### config.mk
export PLATFORM = sky130hd
export DESIGN_NAME = mult_result_collector
export DESIGN_NICKNAME = d
export VERILOG_FILES = /design/src/rtl/mult_result_collector.sv
export SDC_FILE = /design/constraint.sdc
export NUM_CORES = 1
export LEC_CHECK = 0
export BUFFER_PORTS_ARGS = -buffer_cell sky130_fd_sc_hd__buf_2
export CORE_ASPECT_RATIO = 0.75
export CORE_MARGIN = 2
export CORE_UTILIZATION = 52
export DETAILED_ROUTE_END_ITERATION = 7
export HOLD_SLACK_MARGIN = 0.02
export PLACE_DENSITY = 0.84
export SLEW_MARGIN = 10
export SYNTH_ARGS = -nofsm -noshare
export SYNTH_HDL_FRONTEND = slang
export SYNTH_SLANG_ARGS = --single-unit
### constraint.sdc
create_clock -name clk -period 2.5 [get_ports clk]
set_clock_uncertainty 0.1 [all_clocks]
set_input_delay 0.5 -clock clk [delete_from_list [all_inputs] [get_ports clk]]
set_output_delay 0.5 -clock clk [all_outputs]
set_load 0.02 [all_outputs]
### src/rtl/mult_result_collector.sv
// Collects products from a free-running 10-stage shift-add multiplier. Operands are
// latched at phase 0, the product is captured at phase 9, and results queue in a show-ahead FIFO.
module mult_result_collector #(
  parameter int DEPTH = 4,   // must be a power of two, >= 2
  parameter int SEQ_W = 8
) (
  input  logic             clk,
  input  logic             rst,
  input  logic [7:0]       op_a,
  input  logic [7:0]       op_b,
  input  logic             op_live,
  input  logic [15:0]      mult_out,
  output logic             res_valid,
  input  logic             res_ready,
  output logic [15:0]      res_data,
  output logic [7:0]       res_a,
  output logic [7:0]       res_b,
  output logic [SEQ_W-1:0] res_seq,
  output logic [3:0]       phase,
  output logic             overflow,
  output logic [7:0]       drop_count
);

  // Handshake: a result transfers on any rising edge where res_valid && res_ready;
  // res_valid never depends on res_ready, and head fields hold while res_valid && !res_ready.

  localparam int AW = (DEPTH > 1) ? $clog2(DEPTH) : 1;
  localparam int CW = AW + 1;
  localparam int EW = 16 + 8 + 8 + SEQ_W;
  localparam logic [3:0] LAST_PHASE = 4'd9;

  logic [7:0]       slot_a;
  logic [7:0]       slot_b;
  logic             slot_live;
  logic [SEQ_W-1:0] seq;

  logic [EW-1:0]    mem [DEPTH];
  logic [AW-1:0]    wr_ptr;
  logic [AW-1:0]    rd_ptr;
  logic [CW-1:0]    count;

  logic             fifo_empty;
  logic             fifo_full;
  logic             push_req;
  logic             push_ok;
  logic             pop;
  logic             drop;
  logic [EW-1:0]    head;

  assign fifo_empty = (count == '0);
  assign fifo_full  = (count == CW'(DEPTH));
  assign push_req   = (phase == LAST_PHASE) && slot_live;
  assign pop        = res_valid && res_ready;
  // A full FIFO still accepts a capture when the head leaves on the same edge.
  assign push_ok    = push_req && (!fifo_full || pop);
  assign drop       = push_req && fifo_full && !pop;

  assign res_valid  = !fifo_empty;
  assign head       = mem[rd_ptr];

  // Head fields read zero when empty so reset leaves clean outputs without clearing storage.
  always_comb begin
    res_data = '0;
    res_a    = '0;
    res_b    = '0;
    res_seq  = '0;
    if (res_valid) begin
      res_data = head[EW-1 -: 16];
      res_a    = head[SEQ_W+15 -: 8];
      res_b    = head[SEQ_W+7 -: 8];
      res_seq  = head[SEQ_W-1:0];
    end
  end

  always_ff @(posedge clk) begin
    if (!rst) begin
      phase      <= '0;
      slot_a     <= '0;
      slot_b     <= '0;
      slot_live  <= 1'b0;
      seq        <= '0;
      wr_ptr     <= '0;
      rd_ptr     <= '0;
      count      <= '0;
      overflow   <= 1'b0;
      drop_count <= '0;
    end else begin
      phase <= (phase == LAST_PHASE) ? 4'd0 : phase + 4'd1;

      if (phase == 4'd0) begin
        slot_a    <= op_a;
        slot_b    <= op_b;
        slot_live <= op_live;
      end

      // Sequence advances for every live slot, dropped or not, so gaps are visible downstream.
      if (push_req) begin
        seq <= seq + 1'b1;
      end

      if (push_ok) begin
        wr_ptr <= wr_ptr + 1'b1;
      end
      if (pop) begin
        rd_ptr <= rd_ptr + 1'b1;
      end

      case ({push_ok, pop})
        2'b10:   count <= count + 1'b1;
        2'b01:   count <= count - 1'b1;
        default: count <= count;
      endcase

      if (drop) begin
        overflow <= 1'b1;
        if (drop_count != 8'hFF) begin
          drop_count <= drop_count + 8'd1;
        end
      end
    end
  end

  always_ff @(posedge clk) begin
    if (push_ok) begin
      mem[wr_ptr] <= {mult_out, slot_a, slot_b, seq};
    end
  end

endmodule

==> impl_metrics.yaml <==
sta:
  finalSetupTns_ns: -1.314
  max_freq_mhz: 386.4
  worst_pin_slew_ns: 0.6849
  holdWs_ns: 0.1240
  drv_slew: 0
  fin_ws_ns: -0.08783
  final_hold_viol_count: 0
  finalSetupViolCount: 33
  grt_setup_unrepaired: "true"
  period_share_pct: 103.5
  fin_crit_ns: 2.588
  max-slew-margin-rel_pct: 54.34
global_routing:
  grt_max_degree: 41
  antenna_found_initial: 0
  grt_pass1_wl_um: 24350
  overflow: 0
  grtUsageTotal_pct: 19.03
  grt_pass1_vias: 4560
critical_path:
  crit_chain: "buf_4 -> buf_16 -> mux4_2 -> and2_1 -> buf_2"
  r2r-end: "count[2]"
  max_stage_delay_ns: 0.52
  worstPathMaxFanout: 6
  crit_cells: 5
  critPathBufInv: 3
  startpoint_type: "register"
  r2r.worst_path.cells: 8
  crit_path_end_kind: "output pin"
  path_delay_family: "multiplexers"
  worstSetupPathType: "register to output pin"
  critical_path_required_ns: 1.90
  r2r-start: "phase[1]"
  cp_slowest_cell: "mux4_2"
  cp_data_arrival_time_ns: 1.99
  rrSetupSlack_ns: 0.17
yosys:
  yosys.area_share.simple_pct: 9.708
  syn_inst: 500
  synth_common_cells: "160 x edfxtp_1, 47 x dfxtp_1, 44 x nand2_1"
  synthArstFlopShare_pct: 0
  syn-num-nets: 546
  synth_top_family_by_area: "multiplexers"
  synthXorXnorAreaFrac_pct: 1.613
  yosys-mux-area-fraction_pct: 11.43
  synth-compound-area-share_pct: 3.134
  synth-edff-count: 160
  synth_fa_ha_area_share_pct: 1.628
  ys_ff_latch: 207
  yosys.area.top_type_share_pct: 58.99
  ys_top_cells_by_area: "edfxtp_1 59%, dfxtp_1 12%, mux4_2 11%"
  syn_avg_cell_area_sq_um: 16.29
  yosysSeqAreaShare_pct: 70.54
  ys.flop_type: "edfxtp_1"
  synth_top_area_cell: "edfxtp_1"
  ys_types: 42
  ys_warn_count: 0
  yosysMostFrequentCell: "edfxtp_1"
  synthesis.area_sq_um: 8145
final_layout:
  syn_to_final_growth_pct: 21.44
  antenna_cells: 0
  finalNetCount: 646
  stdcell_area_sq_um: 9892
  fillers: 1053
  drive_above_1_share_pct: 35.02
clock_tree:
  clockBufferDepth: 3
  htree_num_levels: 1
  holdBufCountCts: 0
  root_buffer: "clkbuf_16"
  numCtsBuffers: 20
  clk_latency_ns: 0.49
  cts_tree: "built"
  clkTransAtPathRegs_ns: 0.06
  numClockSinks: 207
die:
  dieWidth_um: 148.5
  core_sq_um: 15270
  io-pin-count: 90
  initial_core_util_pct: 53.33
  rows: 39
  fp.dieH_um: 112.4
  die_area_sq_um: 16690
power_and_ir_drop:
  switchingPower_uw: 1351
  clkPwrFrac_pct: 43.2
  p_per_area_nw_per_um2: 697.6
  p_leak_uw: 0.003503
  p_seq_share_pct: 54.6
  intPower_uw: 5550
  ir_worst_vdd_v: 0.0004102
  switching_share_pct: 19.57
  combPwrFrac_pct: 2.2
placed_design:
  hpwl_um: 9317
  place_congestion: 0.7747
  placed_area_sq_um: 8907
  dp_slack_ns: 0.3020
  port-buffer-count: 89
min_path:
  holdPathStages: 1
  worstHoldStart: "mult_out[13]"
  hp-class: "input pin to register"
  holdPathEnd: "mem[2][37]"
detailed_routing:
  drtIter0Drc: 288
  first_pass_iters: 4
  remaining_drc_errors: 0
  viasPerCell: 5.518
  postRouteAntennaNets: 0
  vias: 4519
  wirelength_um: 15810
  wl_per_cell_um: 19.30
run:
  cap_violations: 0
outcome:
  status: "finished with violations"
  violations: "negative setup slack"
-- worst max path at each step --
stage / slack (ns) / endpoint
after floorplan: 0.02 / count[2]
after global placement: 0.38 / count[2]
after detailed placement: 0.30 / count[2]
after CTS: -0.11 / res_data[13]
after global routing: -0.16 / res_data[13]
final: -0.09 / res_data[13]
-- worst register-to-register path: cells and delay by family, from the launching register on --
kind            cells  cell delay (ns)
compound gates      2             0.34
fa+ha+maj           2             0.68
flops               1             0.36
simple gates        3             0.66
buf+inv             1             0.06
-- cell families after synthesis --
logic type / Yosys count
flops: 207
buf+inv: 36
compound gates: 40
simple gates: 149
fa+ha+maj: 10
xor+xnor: 15
mux: 43
-- repair_timing --
item / CTS / global route
setup endpoints to repair: 40 / 40
cloned: 0 / 3
buffers inserted: 0 / 2
gates resized for setup: 1 / 77
-- flip-flops by register name, indices dropped and copies added (netlist names), named ones only --
register and cells:
count 3, seq 8, rd_ptr 2, mem 160, slot_a 8, wr_ptr 2
phase 4, overflow 1, slot_live 1, slot_b 8, drop_count 8
-- final cells by class --
cell class / count / area [sq um] / area share, %
clock inverters: 6 / 62.56 / 0.6324
clock buffers: 30 / 599.3 / 6.059
flip-flops and latches: 207 / 5752 / 58.15
multi-input cells: 257 / 2318 / 23.44
inverters: 8 / 30.03 / 0.3036
repair buffers: 106 / 873.3 / 8.829
well taps: 205 / 256.5 / 2.593
-- routing by layer --
| metal | up-vias | wire length [um] | track usage (%) |
|---|---|---|---|
| li1 | 2084 | - | - |
| met3 | 31 | 879 | 3.862 |
| met5 | - | 0 | 0 |
| met4 | 0 | 333 | 5.460 |
| met1 | 2255 | 7036 | 26.57 |
| met2 | 149 | 7558 | 30.96 |
-- layout by cell type (no fill, tap or decap), types with 15 or more instances in the layout --
cell type,count
buf_6,22
mux4_2,40
dfxtp_1,44
and2_1,15
and2_4,27
nand2_1,44
buf_2,65
clkbuf_16,23
a21oi_1,24
nor2_1,21
edfxtp_1,160
-- through the flow --
step                      power, uW  util (%)  cells
after floorplan                3914         -    500
after global placement         3978     58.32    778
after detailed placement       3991     58.32    778
after CTS                      6936     62.68    814
after global routing           7092     64.77    819
final                          6900     64.77    819
-- power groups by stage --
stage / Combinational [uW] / Clock, uW / Sequential, uW
after CTS: 150 / 3020 / 3770
after floorplan: 79.6 / 0 / 3830
final: 150 / 2980 / 3770
after detailed placement: 149 / 0 / 3840
after global routing: 170 / 3150 / 3770
after global placement: 143 / 0 / 3830
Note: power is estimated with default switching activity, not from simulation.
